**src/rtl/anim_frame_seq_pkg.sv**
```systemverilog
`default_nettype none
// ============================================================================
//  Module  : anim_frame_seq_pkg
//  Brief   : Shared state encodings and default sizing for the LED animation
//            frame sequencer and the digit pattern decoders.
//  Revision: 1.0  initial release
// ============================================================================
package anim_frame_seq_pkg;

    // Sequencer states; 2-bit encoding shared with anything that observes the FSM
    typedef enum logic [1:0] {
        ST_IDLE  = 2'd0,
        ST_RUN   = 2'd1,
        ST_PAUSE = 2'd2,
        ST_DONE  = 2'd3
    } anim_state_t;

    // Frame index width is fixed by the decoder input width
    localparam int IDX_W_DEF      = 5;
    // clk cycles per frame at speed=0
    localparam int DIV_BASE_DEF   = 25_000_000;
    // Last frame of the default animation
    localparam int FRAME_LAST_DEF = 14;

endpackage : anim_frame_seq_pkg
`default_nettype wire

```
**src/rtl/anim_frame_seq_if.sv**
```systemverilog
`default_nettype none
// ============================================================================
//  Module  : anim_frame_seq_if
//  Brief   : Control/status bundle between the animation controller (master)
//            and the frame sequencer (slave).
//  Revision: 1.0  initial release
// ============================================================================
interface anim_frame_seq_if #(
    parameter int IDX_W = 5
);
    logic             start;       // 1-cycle pulse: (re)start playback
    logic             pause;       // level: freeze playback
    logic             loop_en;     // 1 = loop, 0 = one-shot
    logic             dir;         // 0 = forward, 1 = reverse
    logic [1:0]       speed;       // frame period = DIV_BASE >> speed
    logic [IDX_W-1:0] frame_idx;   // current frame
    logic             frame_tick;  // pulse on each frame change
    logic             busy;        // RUN or PAUSE
    logic             done;        // one-shot finished

    modport master (
        output start, pause, loop_en, dir, speed,
        input  frame_idx, frame_tick, busy, done
    );

    modport slave (
        input  start, pause, loop_en, dir, speed,
        output frame_idx, frame_tick, busy, done
    );
endinterface : anim_frame_seq_if
`default_nettype wire

```
**src/rtl/anim_frame_seq_prescaler.sv**
```systemverilog
`default_nettype none
// ============================================================================
//  Module  : anim_frame_seq_prescaler
//  Brief   : Frame-rate prescaler. Counts 0..T-1 with T = DIV_BASE >> speed
//            and pulses tc at the terminal count. A count already at or past
//            the new terminal value after a speed change terminates at once.
//  Revision: 1.0  initial release
// ============================================================================
module anim_frame_seq_prescaler #(
    parameter int DIV_BASE = 25_000_000
) (
    input  wire logic       clk,
    input  wire logic       rst,
    input  wire logic       clr_i,
    input  wire logic       en_i,
    input  wire logic [1:0] speed_i,
    output logic            tc_o
);
    localparam int CNT_W = (DIV_BASE > 1) ? $clog2(DIV_BASE) : 1;

    logic [CNT_W-1:0] cnt_q;
    logic [CNT_W-1:0] cnt_d;
    logic [31:0]      last_cnt;
    logic             at_term;

    // Terminal value follows speed every cycle; >= gives the clamp on speed-up
    always_comb begin
        last_cnt = (32'(DIV_BASE) >> speed_i) - 32'd1;
        at_term  = ({{(32-CNT_W){1'b0}}, cnt_q} >= last_cnt);
        tc_o     = en_i & ~clr_i & at_term;
        cnt_d    = cnt_q;
        if (clr_i) begin
            cnt_d = '0;
        end else if (en_i) begin
            cnt_d = at_term ? '0 : cnt_q + 1'b1;
        end
    end

    // Count register; holds its value whenever counting is disabled
    always_ff @(posedge clk or posedge rst) begin
        if (rst) begin
            cnt_q <= '0;
        end else begin
            cnt_q <= cnt_d;
        end
    end

endmodule : anim_frame_seq_prescaler
`default_nettype wire

```
**src/rtl/anim_frame_seq.sv**
```systemverilog
`default_nettype none
// ============================================================================
//  Module  : anim_frame_seq
//  Brief   : Frame sequencer for the LED animation path. Start/pause,
//            one-shot or looped play, forward/reverse order, 4 speeds.
//            Build option ANIM_PINGPONG_EN: looped play bounces between the
//            end frames instead of wrapping.
//  Revision: 1.0  initial release
// ============================================================================
module anim_frame_seq
    import anim_frame_seq_pkg::*;
#(
    parameter int DIV_BASE   = DIV_BASE_DEF,
    parameter int FRAME_LAST = FRAME_LAST_DEF,
    parameter int IDX_W      = IDX_W_DEF
) (
    input  wire logic       clk,
    input  wire logic       rst,
    anim_frame_seq_if.slave bus
);
    localparam logic [IDX_W-1:0] LAST_IDX = IDX_W'(FRAME_LAST);

    anim_state_t      state_q;
    logic [IDX_W-1:0] idx_q;
    logic             dir_q;
    logic             tick_q;
    logic             busy_q;
    logic             done_q;

    logic             active;
    logic             presc_en;
    logic             tc;
    logic             at_end;
    logic [IDX_W-1:0] idx_fwd;
    logic [IDX_W-1:0] idx_rev;

    // Prescaler advances in RUN, and on the cycle PAUSE releases, so a pause
    // costs exactly the cycles pause was high
    always_comb begin
        active   = (state_q == ST_RUN) || (state_q == ST_PAUSE);
        presc_en = active & ~bus.pause;
        at_end   = dir_q ? (idx_q == '0) : (idx_q == LAST_IDX);
        idx_fwd  = idx_q + 1'b1;
        idx_rev  = idx_q - 1'b1;
    end

    anim_frame_seq_prescaler #(
        .DIV_BASE (DIV_BASE)
    ) u_prescaler (
        .clk     (clk),
        .rst     (rst),
        .clr_i   (bus.start),
        .en_i    (presc_en),
        .speed_i (bus.speed),
        .tc_o    (tc)
    );

    // Playback FSM with registered outputs; start overrides everything else
    always_ff @(posedge clk or posedge rst) begin
        if (rst) begin
            state_q <= ST_IDLE;
            idx_q   <= '0;
            dir_q   <= 1'b0;
            tick_q  <= 1'b0;
            busy_q  <= 1'b0;
            done_q  <= 1'b0;
        end else begin
            tick_q <= 1'b0;
            if (bus.start) begin
                idx_q   <= bus.dir ? LAST_IDX : '0;
                dir_q   <= bus.dir;
                state_q <= bus.pause ? ST_PAUSE : ST_RUN;
                busy_q  <= 1'b1;
                done_q  <= 1'b0;
            end else if (active) begin
                if (bus.pause) begin
                    state_q <= ST_PAUSE;
                end else begin
                    state_q <= ST_RUN;
                    if (tc) begin
                        if (!at_end) begin
                            idx_q  <= dir_q ? idx_rev : idx_fwd;
                            tick_q <= 1'b1;
                        end else if (bus.loop_en) begin
                            tick_q <= 1'b1;
`ifdef ANIM_PINGPONG_EN
                            // Bounce: step away from the end frame just shown
                            dir_q  <= ~dir_q;
                            idx_q  <= dir_q ? idx_fwd : idx_rev;
`else
                            idx_q  <= dir_q ? LAST_IDX : '0;
`endif
                        end else begin
                            state_q <= ST_DONE;
                            busy_q  <= 1'b0;
                            done_q  <= 1'b1;
                        end
                    end
                end
            end
        end
    end

    assign bus.frame_idx  = idx_q;
    assign bus.frame_tick = tick_q;
    assign bus.busy       = busy_q;
    assign bus.done       = done_q;

endmodule : anim_frame_seq
`default_nettype wire

```
**src/flat_wrapper.sv**
```systemverilog
// flat-port wrapper written by rule: the top's interface ports become plain ports
module anim_frame_seq_flat import anim_frame_seq_pkg::*;
#(
    parameter int DIV_BASE   = DIV_BASE_DEF,
    parameter int FRAME_LAST = FRAME_LAST_DEF,
    parameter int IDX_W      = IDX_W_DEF
)
  (clk, rst, bus_start, bus_pause, bus_loop_en, bus_dir, bus_speed, bus_frame_idx, bus_frame_tick, bus_busy, bus_done);
  anim_frame_seq_if #(.IDX_W(IDX_W)) bus_i ();
  input  wire logic clk;
  input  wire logic rst;
  input wire logic [$bits(bus_i.start)-1:0] bus_start;
  input wire logic [$bits(bus_i.pause)-1:0] bus_pause;
  input wire logic [$bits(bus_i.loop_en)-1:0] bus_loop_en;
  input wire logic [$bits(bus_i.dir)-1:0] bus_dir;
  input wire logic [$bits(bus_i.speed)-1:0] bus_speed;
  output wire logic [$bits(bus_i.frame_idx)-1:0] bus_frame_idx;
  output wire logic [$bits(bus_i.frame_tick)-1:0] bus_frame_tick;
  output wire logic [$bits(bus_i.busy)-1:0] bus_busy;
  output wire logic [$bits(bus_i.done)-1:0] bus_done;
  assign bus_i.start = bus_start;
  assign bus_i.pause = bus_pause;
  assign bus_i.loop_en = bus_loop_en;
  assign bus_i.dir = bus_dir;
  assign bus_i.speed = bus_speed;
  assign bus_frame_idx = bus_i.frame_idx;
  assign bus_frame_tick = bus_i.frame_tick;
  assign bus_busy = bus_i.busy;
  assign bus_done = bus_i.done;
  anim_frame_seq #(.DIV_BASE(DIV_BASE), .FRAME_LAST(FRAME_LAST), .IDX_W(IDX_W)) u_core (.clk(clk), .rst(rst), .bus(bus_i));
endmodule
```
**config.mk**
```make
export PLATFORM = sky130hd
export DESIGN_NAME = anim_frame_seq_flat
export DESIGN_NICKNAME = d
export VERILOG_FILES = /design/src/rtl/anim_frame_seq_pkg.sv /design/src/rtl/anim_frame_seq_if.sv /design/src/rtl/anim_frame_seq_prescaler.sv /design/src/rtl/anim_frame_seq.sv /design/src/flat_wrapper.sv
export SDC_FILE = /design/constraint.sdc
export NUM_CORES = 1
export LEC_CHECK = 0
export ABC_AREA = 1
export CELL_PAD_IN_SITES_DETAIL_PLACEMENT = 1
export CELL_PAD_IN_SITES_GLOBAL_PLACEMENT = 2
export CORE_MARGIN = 5
export CORE_UTILIZATION = 32
export DETAILED_ROUTE_END_ITERATION = 8
export MAX_ROUTING_LAYER = met4
export PLACE_DENSITY = 0.75
export RECOVER_POWER = 50
export REMOVE_ABC_BUFFERS = 1
export SETUP_SLACK_MARGIN = 0.02
export SYNTH_ARGS = -nofsm -noshare
export SYNTH_HDL_FRONTEND = slang
export SYNTH_SLANG_ARGS = --single-unit
```
**constraint.sdc**
```tcl
create_clock -name clk -period 1.8 [get_ports clk]
set_input_delay 0.27 -clock clk [delete_from_list [all_inputs] [get_ports clk]]
set_output_delay 0.27 -clock clk [all_outputs]
set_load 0.005 [all_outputs]
```
==> summary.txt <==
Synth
  – Synth cell count leaders: 108 x nand2_1, 53 x inv_1, 36 x dfrtp_1
  – Seq/Total Area, Yosys: between 30 and 40%
  – Post-Syn Area: between 2000 and 3000 sq um
  – Fraction of registers with async set/reset: between 90% and 100%
  – Warnings from Yosys: 0
  – Synth Area per Inst: about 7.3 sq um
  – Number of synthesized flops with an enable pin: 0
  – Top cell type's share of synthesized area: approximately 30%
  – Seq cells post-synth: 36
  – Area leader, netlist: dfrtp_1
  – Synth area leaders: dfrtp_1 30%, nand2_1 14%, ha_1 11%
  – Synth cell types: 40
  – Ys flop type: dfrtp_1
  – Syn Inst Count: approximately 410
  – Most numerous cell in the Yosys netlist: nand2_1

CTS
  – CTS tree: built
  – TritonCTS Sinks: 36
  – Clock-pin transition on the worst setup and hold timing paths: roughly 0.08 ns
  – CTS HTree Levels: 2
  – CTS root buf: clkbuf_8
  – Clock Tree Buf Depth: 2
  – Clk Latency, worst-skew pair: approximately 0.3 ns
  – Total CTS buffers: 5

Worst setup path
  – CP Cell Sequence: ha_1, nand2_2, inv_2, nand4_1, buf_4, a21oi_4, nor2_4, buf_6, nand3_4, buf_6, nand4_1, nand2_1
  – R2r setup slk: -0.13 ns
  – Reg-to-Reg End: u_core.bus.frame_idx[1]
  – Worst r2r src: u_core.u_prescaler.cnt_q[22]
  – Critical Path Fanout Max: 5
  – Critical-path top delay cell: dfrtp_1
  – Crit path launch type: register
  – Critical path class: reg -> reg
  – Delay of the slowest critical-path stage: approximately 0.41 ns
  – WP buf/inv: 4
  – WP data required: about 2 ns
  – CP arrival: roughly 2.1 ns
  – Endpoint class of the critical path: register
  – Register-to-Register Path Depth: 12
  – Worst path top cell family by delay: simple AND/OR/NAND/NOR gates

Timing
  – Fin Hold WS: ~0.48 ns
  – Clock Skews: around 0.011 ns
  – Max Fclk: 519 MHz
  – Final setup margin: -0.125 ns
  – Finish-stage setup viols: 34
  – Period utilisation layout: 107%
  – TNS Setup: -2.24 ns
  – Slew Limit Fails: 0
  – Worst-Margin Slew: 0.991 ns
  – Final hold violations: 0
  – Relative slew slack: 34.0%
  – RSZ-0062 raised after global routing: true
  – Tmin final: roughly 1.9 ns

Final layout
  – End-of-flow core utilization: around 47%
  – Area Overhead vs Synth: 45.6%
  – Post-route insts no fill: around 600
  – Layout net count: 519
  – Reg area: about 900 sq um
  – FILL cells: about 1100
  – Antenna cells: 0
  – Fin area: between 4000 and 5000 sq um
  – Multi-input combinational cell area: 2250 sq um
  – Share of layout cells above drive strength 1: 35.2%

Placed design
  – Placed Cells: approximately 570
  – DP HPWL: between 7 and 8 mm
  – Routability Congestion: roughly 0.8
  – Area after DPL: 3600 sq um
  – Port bufs: 15
  – Pre-CTS WS: -0.891 ns

Outcome
  – Status: complete, but fails checks
  – Failing checks: negative setup slack

Detailed routing
  – Final WL: 9.81 mm
  – DR WL/cell: approximately 16 microns
  – Vias per cell: approximately 5
  – Remaining antenna violation count: 0
  – Vias: 2985
  – Iter 0 DRT Violations: 91
  – Initial DRT Pass Iterations: 4
  – Final routed DRC violation total: 0

Global routing
  – Antenna violations before repair: 0
  – Number of global-route vias before repair: 3152
  – GR Util All Layers: a little under a fifth
  – GRT Residual Overflow: 0
  – Largest net degree at the start of global routing: 37
  – First-pass GRT wire length: about 16 mm

Floorplanning
  – # rows: 35
  – DIE AREA: ~11000 sq um
  – Ports: 16
  – Initial Util: between 30% and 40%
  – Die height: approximately 110 microns
  – Core area: approximately 9200 sq um
  – Die W: ~110 microns

Pwr
  – VDD IR-drop max: 416 uV
  – Leak: roughly 2.0 nW
  – Sequential Power Share: 38.9%
  – Psw: approximately 0.82 mW
  – Internal Pwr Total: 1.59 mW
  – Power Density: 559 nW/um^2
  – Pwr Total: around 2.4 mW
  – Clock power share: about a quarter
  – Sw Ratio: approximately 34%
  – Comb pwr share: roughly a third

Flow run
  – Number of max-cap violations: 0

Hold path
  – Hold Path Depth: 2
  – Hold Crit Class: reg -> reg
  – Hold endpoint: u_core.bus.done
  – Hold_sp: u_core.bus.done
flip-flops by register name, summed over array words and instances (netlist names):
signal	cells
u_core.bus.busy	1
u_core.bus.done	1
u_core.bus.frame_idx	5
u_core.bus.frame_tick	1
u_core.dir_q	1
u_core.state_q	2
u_core.u_prescaler.cnt_q	25
cell families (layout without fill, tap and decap cells):
kind of cell | Yosys count | in the layout | share of synthesized area [%]
compound gates | 46 | 46 | 8.49
xor+xnor | 16 | 16 | 4.73
fa+ha+maj | 26 | 26 | 11.2
buf+inv | 64 | 143 | 8.28
flops | 36 | 36 | 30.4
other cells | 1 | 2 | 0.127
simple gates | 217 | 217 | 36.7
final cells by class:
class | count | share of cell area [%]
clock buffers | 8 | 2.09
inverters | 57 | 5.13
multi-input cells | 307 | 52.1
flip-flops and latches | 36 | 20.9
well taps | 111 | 3.22
repair buffers | 78 | 16.6
power by group through the flow:
stage / Combinational [mW] / Sequential, mW / Clock, mW
floorplan: 0.364 / 0.968 / 0
global placement: 0.732 / 0.949 / 0
detailed placement: 0.744 / 0.951 / 0
CTS: 0.822 / 0.937 / 0.637
global route: 0.956 / 0.952 / 0.675
finish: 0.850 / 0.939 / 0.622
repair_timing:
item	4_1_cts	5_1_grt
resized for setup	72	50
hold buffers	0	0
pin swaps	21	23
setup endpoints to repair	34	34
buffers inserted	5	7
gates cloned	3	0
metal layers:
metal / vias up / wire, microns / track usage [%]
met5: - / 0 / -
met4: 0 / 184 / 4.90
met3: 15 / 134 / 1.82
met2: 32 / 5050 / 31.7
met1: 1457 / 4440 / 22.8
li1: 1481 / - / -
worst reg2reg max path: stages, from the launching register on:
cell and delay, ns:
dfrtp_1 0.41, ha_1 0.30, nand2_2 0.09, inv_2 0.04, nand4_1 0.10, buf_4 0.15
a21oi_4 0.04, nor2_4 0.15, buf_6 0.15, nand3_4 0.09, buf_6 0.15, nand4_1 0.07
nand2_1 0.06
placed cells by master, fill, tap and decap left out, types with 2 or more instances in the layout:
master and count:
nor3_1 8, clkbuf_1 2, o21ai_0 3, nand2_2 12, o21ai_2 20, buf_6 7
inv_2 8, dfrtp_1 36, nand3_2 6, buf_4 52, a21oi_2 3, xnor2_1 7
clkbuf_8 6, a21oi_1 11, nor3_2 5, nor2_1 26, xor2_1 9, nand2_1 93
o21ai_1 3, inv_1 48, conb_1 2, nand2_8 2, nor2_4 8, nand2_4 7
ha_4 11, o21bai_2 2, ha_1 14, nand3b_1 2, clkdlybuf4s50_1 12, nand4_1 20
nand3_4 5, clkbuf_16 3, nor2_2 4, nand3_1 11
worst max path at each step:
stage	start	endpoint	slack (ns)	depth (start not counted)
global route	u_core.u_prescaler.cnt_q[15]	u_core.bus.frame_idx[1]	-0.24	13
detailed placement	bus_speed[1]	u_core.bus.frame_idx[4]	-0.89	16
finish	u_core.u_prescaler.cnt_q[22]	u_core.bus.frame_idx[1]	-0.13	12
CTS	bus_speed[1]	u_core.u_prescaler.cnt_q[4]	-0.13	15
global placement	bus_speed[1]	u_core.bus.frame_idx[1]	-0.83	17
floorplan	u_core.state_q[0]	u_core.bus.frame_idx[0]	-0.20	7
(Power assumes the default switching activity.)
